### config.mk
export PLATFORM = sky130hd
export DESIGN_NAME = clk_div_pair
export DESIGN_NICKNAME = d
export VERILOG_FILES = /design/src/rtl/clk_div_pair.sv
export SDC_FILE = /design/constraint.sdc
export NUM_CORES = 1
export LEC_CHECK = 0
export BUFFER_PORTS_ARGS = -buffer_cell sky130_fd_sc_hd__buf_2
export CORE_ASPECT_RATIO = 0.5
export CORE_MARGIN = 2
export CORE_UTILIZATION = 48
export CTS_CLUSTER_DIAMETER = 150
export DETAILED_ROUTE_END_ITERATION = 12
export GPL_TIMING_DRIVEN = 0
export PLACE_DENSITY = 0.68
export SLEW_MARGIN = 40
export SYNTH_ARGS = -nofsm -noshare
export SYNTH_HDL_FRONTEND = slang
export SYNTH_SLANG_ARGS = --single-unit
### constraint.sdc
create_clock -name clk -period 4.1 [get_ports clk]
set_input_delay 0.82 -clock clk [delete_from_list [all_inputs] [get_ports clk]]
set_output_delay 0.82 -clock clk [all_outputs]
set_load 0.01 [all_outputs]
### src/rtl/clk_div_pair.sv
// Two-channel programmable integer clock divider with boundary-safe ratio updates.
// Define CLK_DIV_PHASE_ALIGN_EN to apply both ratios together at channel 1's boundary.
module clk_div_pair #(
   parameter int unsigned CNT_W = 8
) (
   input  logic             clk,
   input  logic             rst_n,
   input  logic             en,
   input  logic             cfg_valid,
   output logic             cfg_ready,
   input  logic [CNT_W-1:0] cfg_ratio1,
   input  logic [CNT_W-1:0] cfg_ratio2,
   output logic             div1_out,
   output logic             div2_out,
   output logic             div1_tick,
   output logic             div2_tick
);

   typedef enum logic [1:0] {StStop, StRun, StPend} ch_state_e;

   ch_state_e        r_state [2];
   logic [CNT_W-1:0] r_n     [2];
   logic [CNT_W-1:0] r_pnd   [2];
   logic [CNT_W-1:0] r_cnt   [2];
   logic             r_out   [2];

   logic [CNT_W-1:0] w_new    [2];
   logic [CNT_W-1:0] w_cnt_nx [2];
   logic             w_run    [2];
   logic             w_bnd    [2];
   logic             w_apply  [2];
   logic             w_load   [2];
   logic             w_topend [2];
   logic             w_acc;

   function automatic logic [CNT_W-1:0] f_clamp(input logic [CNT_W-1:0] r);
      return (r == CNT_W'(1)) ? CNT_W'(2) : r;
   endfunction

   // High for the first ceil(n/2) counts of a period.
   function automatic logic f_high(input logic [CNT_W-1:0] c, input logic [CNT_W-1:0] n);
      logic [CNT_W:0] w_half;
      w_half = ({1'b0, n} + (CNT_W+1)'(1)) >> 1;
      return {1'b0, c} < w_half;
   endfunction

   assign cfg_ready = (r_state[0] != StPend) && (r_state[1] != StPend);

   always_comb begin
      w_new[0] = f_clamp(cfg_ratio1);
      w_new[1] = f_clamp(cfg_ratio2);
      w_acc    = cfg_valid && cfg_ready;
      for (int i = 0; i < 2; i++) begin
         w_run[i]    = (r_n[i] != '0);
         w_bnd[i]    = w_run[i] && en && (r_cnt[i] == r_n[i] - CNT_W'(1));
         w_cnt_nx[i] = w_bnd[i] ? '0 : r_cnt[i] + CNT_W'(1);
`ifdef CLK_DIV_PHASE_ALIGN_EN
         // Channel 1 alone decides when the shared ratio pair lands.
         w_apply[i]  = (r_state[0] == StPend) && w_bnd[0];
         w_load[i]   = w_acc && (r_state[0] == StStop);
         w_topend[i] = w_acc && (r_state[0] != StStop);
`else
         w_apply[i]  = (r_state[i] == StPend) && w_bnd[i];
         w_load[i]   = w_acc && (r_state[i] == StStop);
         w_topend[i] = w_acc && (r_state[i] != StStop);
`endif
      end
   end

   always_ff @(posedge clk) begin
      if (!rst_n) begin
         for (int i = 0; i < 2; i++) begin
            r_state[i] <= StStop;
            r_n[i]     <= '0;
            r_pnd[i]   <= '0;
            r_cnt[i]   <= '0;
            r_out[i]   <= 1'b0;
         end
      end else begin
         for (int i = 0; i < 2; i++) begin
            if (w_load[i]) begin
               r_n[i]     <= w_new[i];
               r_cnt[i]   <= '0;
               r_out[i]   <= (w_new[i] != '0);
               r_state[i] <= (w_new[i] != '0) ? StRun : StStop;
            end else if (w_apply[i]) begin
               r_n[i]     <= r_pnd[i];
               r_cnt[i]   <= '0;
               r_out[i]   <= (r_pnd[i] != '0);
               r_state[i] <= (r_pnd[i] != '0) ? StRun : StStop;
            end else begin
               // An accept on a boundary edge only captures; the wrap keeps the old ratio.
               if (w_topend[i]) begin
                  r_pnd[i]   <= w_new[i];
                  r_state[i] <= StPend;
               end
               if (w_run[i] && en) begin
                  r_cnt[i] <= w_cnt_nx[i];
                  r_out[i] <= f_high(w_cnt_nx[i], r_n[i]);
               end
            end
         end
      end
   end

   assign div1_out  = r_out[0];
   assign div2_out  = r_out[1];
   assign div1_tick = w_bnd[0];
   assign div2_tick = w_bnd[1];

endmodule

=== Word-level counts from Yosys, hierarchy flattened ===
Memory sizes are Yosys's and may differ from the RTL's.
Cells that the tools add are included.

* Register bits: 0
* Memory bits (writable): 54
* Logic and storage cells: 134
* Memories kept: 5

{| class="wikitable"
|+ Memory list
! name !! depth !! width !! rd ports !! clocked after Yosys merged registers in !! wr ports !! line !! text
|-
| r_cnt || 2 || 8 || 2 || 0 || 2 || 24 || <nowiki>logic [CNT_W-1:0] r_cnt [2];</nowiki>
|-
| r_n || 2 || 8 || 2 || 0 || 2 || 22 || <nowiki>logic [CNT_W-1:0] r_n [2];</nowiki>
|-
| r_pnd || 2 || 8 || 2 || 0 || 2 || 23 || <nowiki>logic [CNT_W-1:0] r_pnd [2];</nowiki>
|-
| r_state || 2 || 2 || 2 || 0 || 2 || 21 || <nowiki>ch_state_e r_state [2];</nowiki>
|-
| r_out || 2 || 1 || 2 || 0 || 2 || 25 || <nowiki>logic r_out [2];</nowiki>
|}

* Add/sub/neg operators: 6
* $lt $le $gt $ge: 2
* Equality and inequality tests: 8
* Muxes and demuxes: 67
* Bitwise gates (word level): 24
* Reduce and logical (&&, ||, !) cells: 22

{| class="wikitable"
|+ Operators by type and width
! operator !! number
|-
| $mux W8 || 16
|-
| $reduce_bool A8 Y1 || 6
|-
| $mux W1 || 45
|-
| $or A1 B1 Y1 || 24
|-
| $add A8 B1 Y9 const B || 2
|-
| $add A8 B1 Y8 const B || 2
|-
| $eq A8 B1 Y1 const B || 2
|-
| $eq A8 B8 Y1 || 2
|-
| $lt A8 B8 Y1 || 2
|-
| $sub A8 B1 Y8 const B || 2
|-
| $logic_and A1 B1 Y1 || 12
|-
| $mux W2 || 6
|-
| $eq A2 B2 Y1 const B || 2
|-
| $logic_not A2 Y1 || 2
|-
| $ne A2 B2 Y1 const B || 2
|-
| $reduce_bool A2 Y1 || 2
|}

=== Logic depth before layout (Yosys ltp) ===
* Depth in word-level cells: 10
* Mapped depth: 18
* Mapped depth without buffers: 16

=== Worst setup path after synthesis ===
No wires, ideal clock.

* Path type: register -> register
* Start point: memory r_n[0][0]
* End point: memory r_out[0], data pin
* Arrival time: 3.931 ns
* Required time: 3.954 ns
* Setup slack: 0.022 ns
* Stages on the path, launching flop included: 19
* Buffers on the path: 4
* Period minus slack after synthesis: 4.078 ns
* Path through: edfxtp_1 clkbuf_1 inv_1 ha_1 buf_6 nor2b_4 or3_1 a31o_1 nor4_2 and2_4 buf_8 clkbuf_1 nor2_1 ha_1 a21o_1 a21o_1 a221o_1 or3_1 a21oi_1

{| class="wikitable"
|+ RTL lines
! item !! line
|-
| from (decl) || 22
|-
| to (decl) || 25
|}

==> Implementation_results.wiki <==
{| class="wikitable"
! Metric !! Value
|-
| Result of the run || finished, final reports clean
|-
| CTS tree || done
|-
| Vias in the first global route || between 2,000 and 3,000
|-
| Worst setup EP type || flip-flop
|-
| Max-slew headroom at the worst pin || a little under half
|-
| Initial standard-cell utilization of the core || ~49%
|-
| Start point of the critical path || r_n[0][0]
|-
| Combined area of all synthesized cells || between 3000 and 4000 um^2
|-
| Initial DRC Count || 161
|-
| Post-layout min period || 3.89 ns
|-
| Post-Syn Area per Cell || 10.1 um^2
|-
| WL per Instance || 15.4 um
|-
| Finish-stage setup viols || 0
|-
| Proportion of synthesized flip-flops having asynchronous set or reset || 0%
|-
| Largest voltage drop on the vdd net || 176 uV
|-
| Type of the setup path with the least slack || reg -> reg
|-
| Number of warnings reported in the yosys synthesis log || 0
|-
| RePlAce Congestion || roughly 0.86
|-
| Final design area excluding fillers || around 4300 um^2
|-
| Unrepaired setup endpoints after global routing || false
|-
| Classification of the worst-slack hold path || reg -> reg
|-
| Area of the placeable core || between 7000 and 8000 um^2
|-
| Port-buffer cells || 24
|-
| Final number of max-transition violations || 0
|-
| Maximum operating frequency || 0.257 GHz
|-
| Clock Skew || 0.0105 ns
|-
| Critical path startpoint category || flip-flop
|-
| Final critical-path setup slack || 0.210 ns
|-
| Arrival time at the worst endpoint || approximately 4.0 ns
|-
| Ys flop type || edfxtp_1
|-
| Clock-pin slew reported for the worst setup and hold paths after clock tree synthesis || roughly 0.080 ns
|-
| Overall via count from detail_route || about 3,000
|-
| Initial antenna violation count || 0
|-
| Clock buffer depth || 2
|-
| H-tree levels || 2
|-
| Fraction of the yosys area taken by sequential cells || roughly two fifths
|-
| Count of antenna-violating nets left after detailed routing || 0
|-
| Vias/cell || around 5.6
|-
| Depth of the worst register-to-register path || 17
|-
| Design Power || 0.00156 W
|-
| Leading cell types in the layout, fill and taps excluded || 54 x edfxtp_1, 35 x nor2_1, 32 x buf_2
|-
| Pwr/cell area || around 360 nW/um^2
|-
| Hold slack final || approximately 0.57 ns
|-
| End-of-flow core utilization || 54.6%
|-
| Largest fanout of any net on the critical path || 10
|-
| Max-cap violations || 0
|-
| Final global-route overflow total || 0
|-
| Flop2flop setup slack || 0.21 ns
|-
| Share of final-layout standard cells stronger than drive strength 1 || 15.1%
|-
| Overall die height || around 68 um
|-
| Layout-stage area growth over the synthesis result || 11.3%
|-
| WL final || 8.18 mm
|-
| Clock Tree Root || clkbuf_16
|-
| Transition time at the pin with the least slew margin || between 0.8 and 0.9 ns
|-
| Source of the worst register-to-register timing path || r_n[0][0]
|-
| Distinct cell type count after synthesis || 64
|-
| Required arrival time at the worst endpoint || about 4.2 ns
|-
| Global-route wire length before repair || ~14 mm
|-
| Final clock period utilization by the worst path || between 90% and 100%
|-
| Endpoints failing hold || 0
|-
| Leakage power of the design || 1.73 nW
|-
| Worst reg2reg endpoint || r_out[0]
|-
| # nets final || 457
|-
| Total cell area at the placement stage || ~4100 um^2
|-
| Placed wire-length estimate || 6.45 mm
|-
| Post-Synthesis Net Count || ~430
|-
| Die ar. || ~9000 um^2
|-
| Post-synth EDFFs || between 50 and 60
|-
| Boundary pin count || 25
|-
| Clock Sink Count || 54
|-
| Setup WS pre-CTS || -0.437 ns
|-
| GRT Overall Usage || a little under a fifth
|-
| Gate count after technology mapping || just under 400
|-
| Capturing element of the worst setup path || r_out[0]
|-
| N_diodes || 0
|-
| Post-synthesis register bit count || between 50 and 60
|-
| Die Span X || ~130 um
|-
| Iteration count of the initial detailed-routing pass || 4
|-
| Pin count of the biggest net entering global routing || 20
|-
| Commonest non-fill, non-tap cell in the layout || edfxtp_1
|-
| Num rows || 23
|-
| Remaining routing DRC violations || 0
|-
| Worst-Skew Late Latency || ~0.30 ns
|-
| Total clock buffers created by CTS || 5
|}
[area by class of cell]
type | count | area, um^2
buffer | 19 | 126
timing repair buffer | 26 | 135
inverter | 11 | 41.3
tap | 112 | 140
fill | 693 | 3600
sequential | 54 | 1620
clock buffer | 5 | 125
clock inverter | 3 | 28.8
multi-input combinational | 300 | 2100
[layer usage]
| metal | global-route usage [%] | up-vias | routed length [um] |
|---|---|---|---|
| li1 | - | 1496 | - |
| met1 | 23.6 | 1400 | 3880 |
| met2 | 34.2 | 38 | 3970 |
| met3 | 3.23 | 17 | 180 |
| met4 | 6.93 | 0 | 155 |
| met5 | 0 | - | 0 |
[state kept, by name, indices dropped and copies added, names as in the netlist]
signal,flops
r_state,4
r_out,2
r_cnt,16
r_n,16
r_pnd,16
[stage by stage]
| stage | TNS (ns) | cells |
|---|---|---|
| floorplan | 0 | 386 |
| finish | 0 | 530 |
| global placement | -1.92 | 522 |
| global route | 0 | 530 |
| CTS | 0 | 531 |
| detailed placement | -0.437 | 522 |
[Yosys cell counts (all sizes together) (5+ instances only)]
library cell,count,area [um^2]
edfxtp,54,1620
nor2,36,138
nor3,25,125
ha,20,250
nand2,20,77.6
xnor2,20,175
xor2,20,175
nand3,17,85.1
and2,15,96.3
buf,13,96.3
o21ai,13,65.1
a21oi,12,63.8
inv,11,41.3
nand2b,9,56.3
nor2b,9,63.8
clkbuf,8,30.0
mux2i,8,80.1
nor4,7,71.3
a21o,6,45.0
a22o,6,52.6
nand4,6,37.5
a31oi,5,37.5
[worst max-delay path, cell delays in order, from the launching register on]
cell and delay (ns):
edfxtp_1 0.39, inv_1 0.07, ha_1 0.20, buf_6 0.13, nor2b_4 0.11, or3_1 0.34
a31o_1 0.24, nor4_4 0.24, and2_4 0.20, buf_8 0.13, buf_6 0.14, nor2_1 0.07
ha_1 0.32, a21o_1 0.20, a21o_1 0.18, a221o_1 0.27, or3_1 0.34, a21oi_1 0.16
[kinds of logic (layout without fill, tap and decap cells)]
family | Yosys count | after routing | share of synthesized area, %
buffers and inverters | 32 | 64 | 4.32
XOR/XNOR | 40 | 40 | 9.03
AO/OA/AOI/OAI | 63 | 63 | 11.9
multiplexers | 8 | 8 | 2.06
flip-flops | 54 | 54 | 41.8
AND/OR/NAND/NOR | 169 | 169 | 24.4
adder cells (fa/ha/maj) | 20 | 20 | 6.45
[worst min-delay path by stage]
| stage | start | to | slack (ns) | cells after the start |
|---|---|---|---|---|
| final | r_pnd[0][9] | r_n[1][1] | 0.57 | 2 |
| after global routing | r_pnd[0][14] | r_n[1][6] | 0.61 | 1 |
| after CTS | r_pnd[0][9] | r_n[1][1] | 0.57 | 2 |
| after detailed placement | r_pnd[0][9] | r_n[1][1] | 0.55 | 2 |
| after global placement | r_pnd[0][9] | r_n[1][1] | 0.55 | 2 |
| after floorplan | r_pnd[0][9] | r_n[1][1] | 0.52 | 2 |
[repair_timing]
action | CTS | global route
gates resized for setup | 1 | 6
pin swaps | 0 | 1
hold buffers | 0 | 0
setup endpoints to repair | 2 | 2
setup buffers | 2 | 0
[power breakdown]
part,total (W),internal (W),switching (W)
Clock,0.000439,0.000233,0.000206
Sequential,0.000724,0.000674,0.0000501
Combinational,0.000392,0.000170,0.000222
Power figures use the tool's default switching activity.
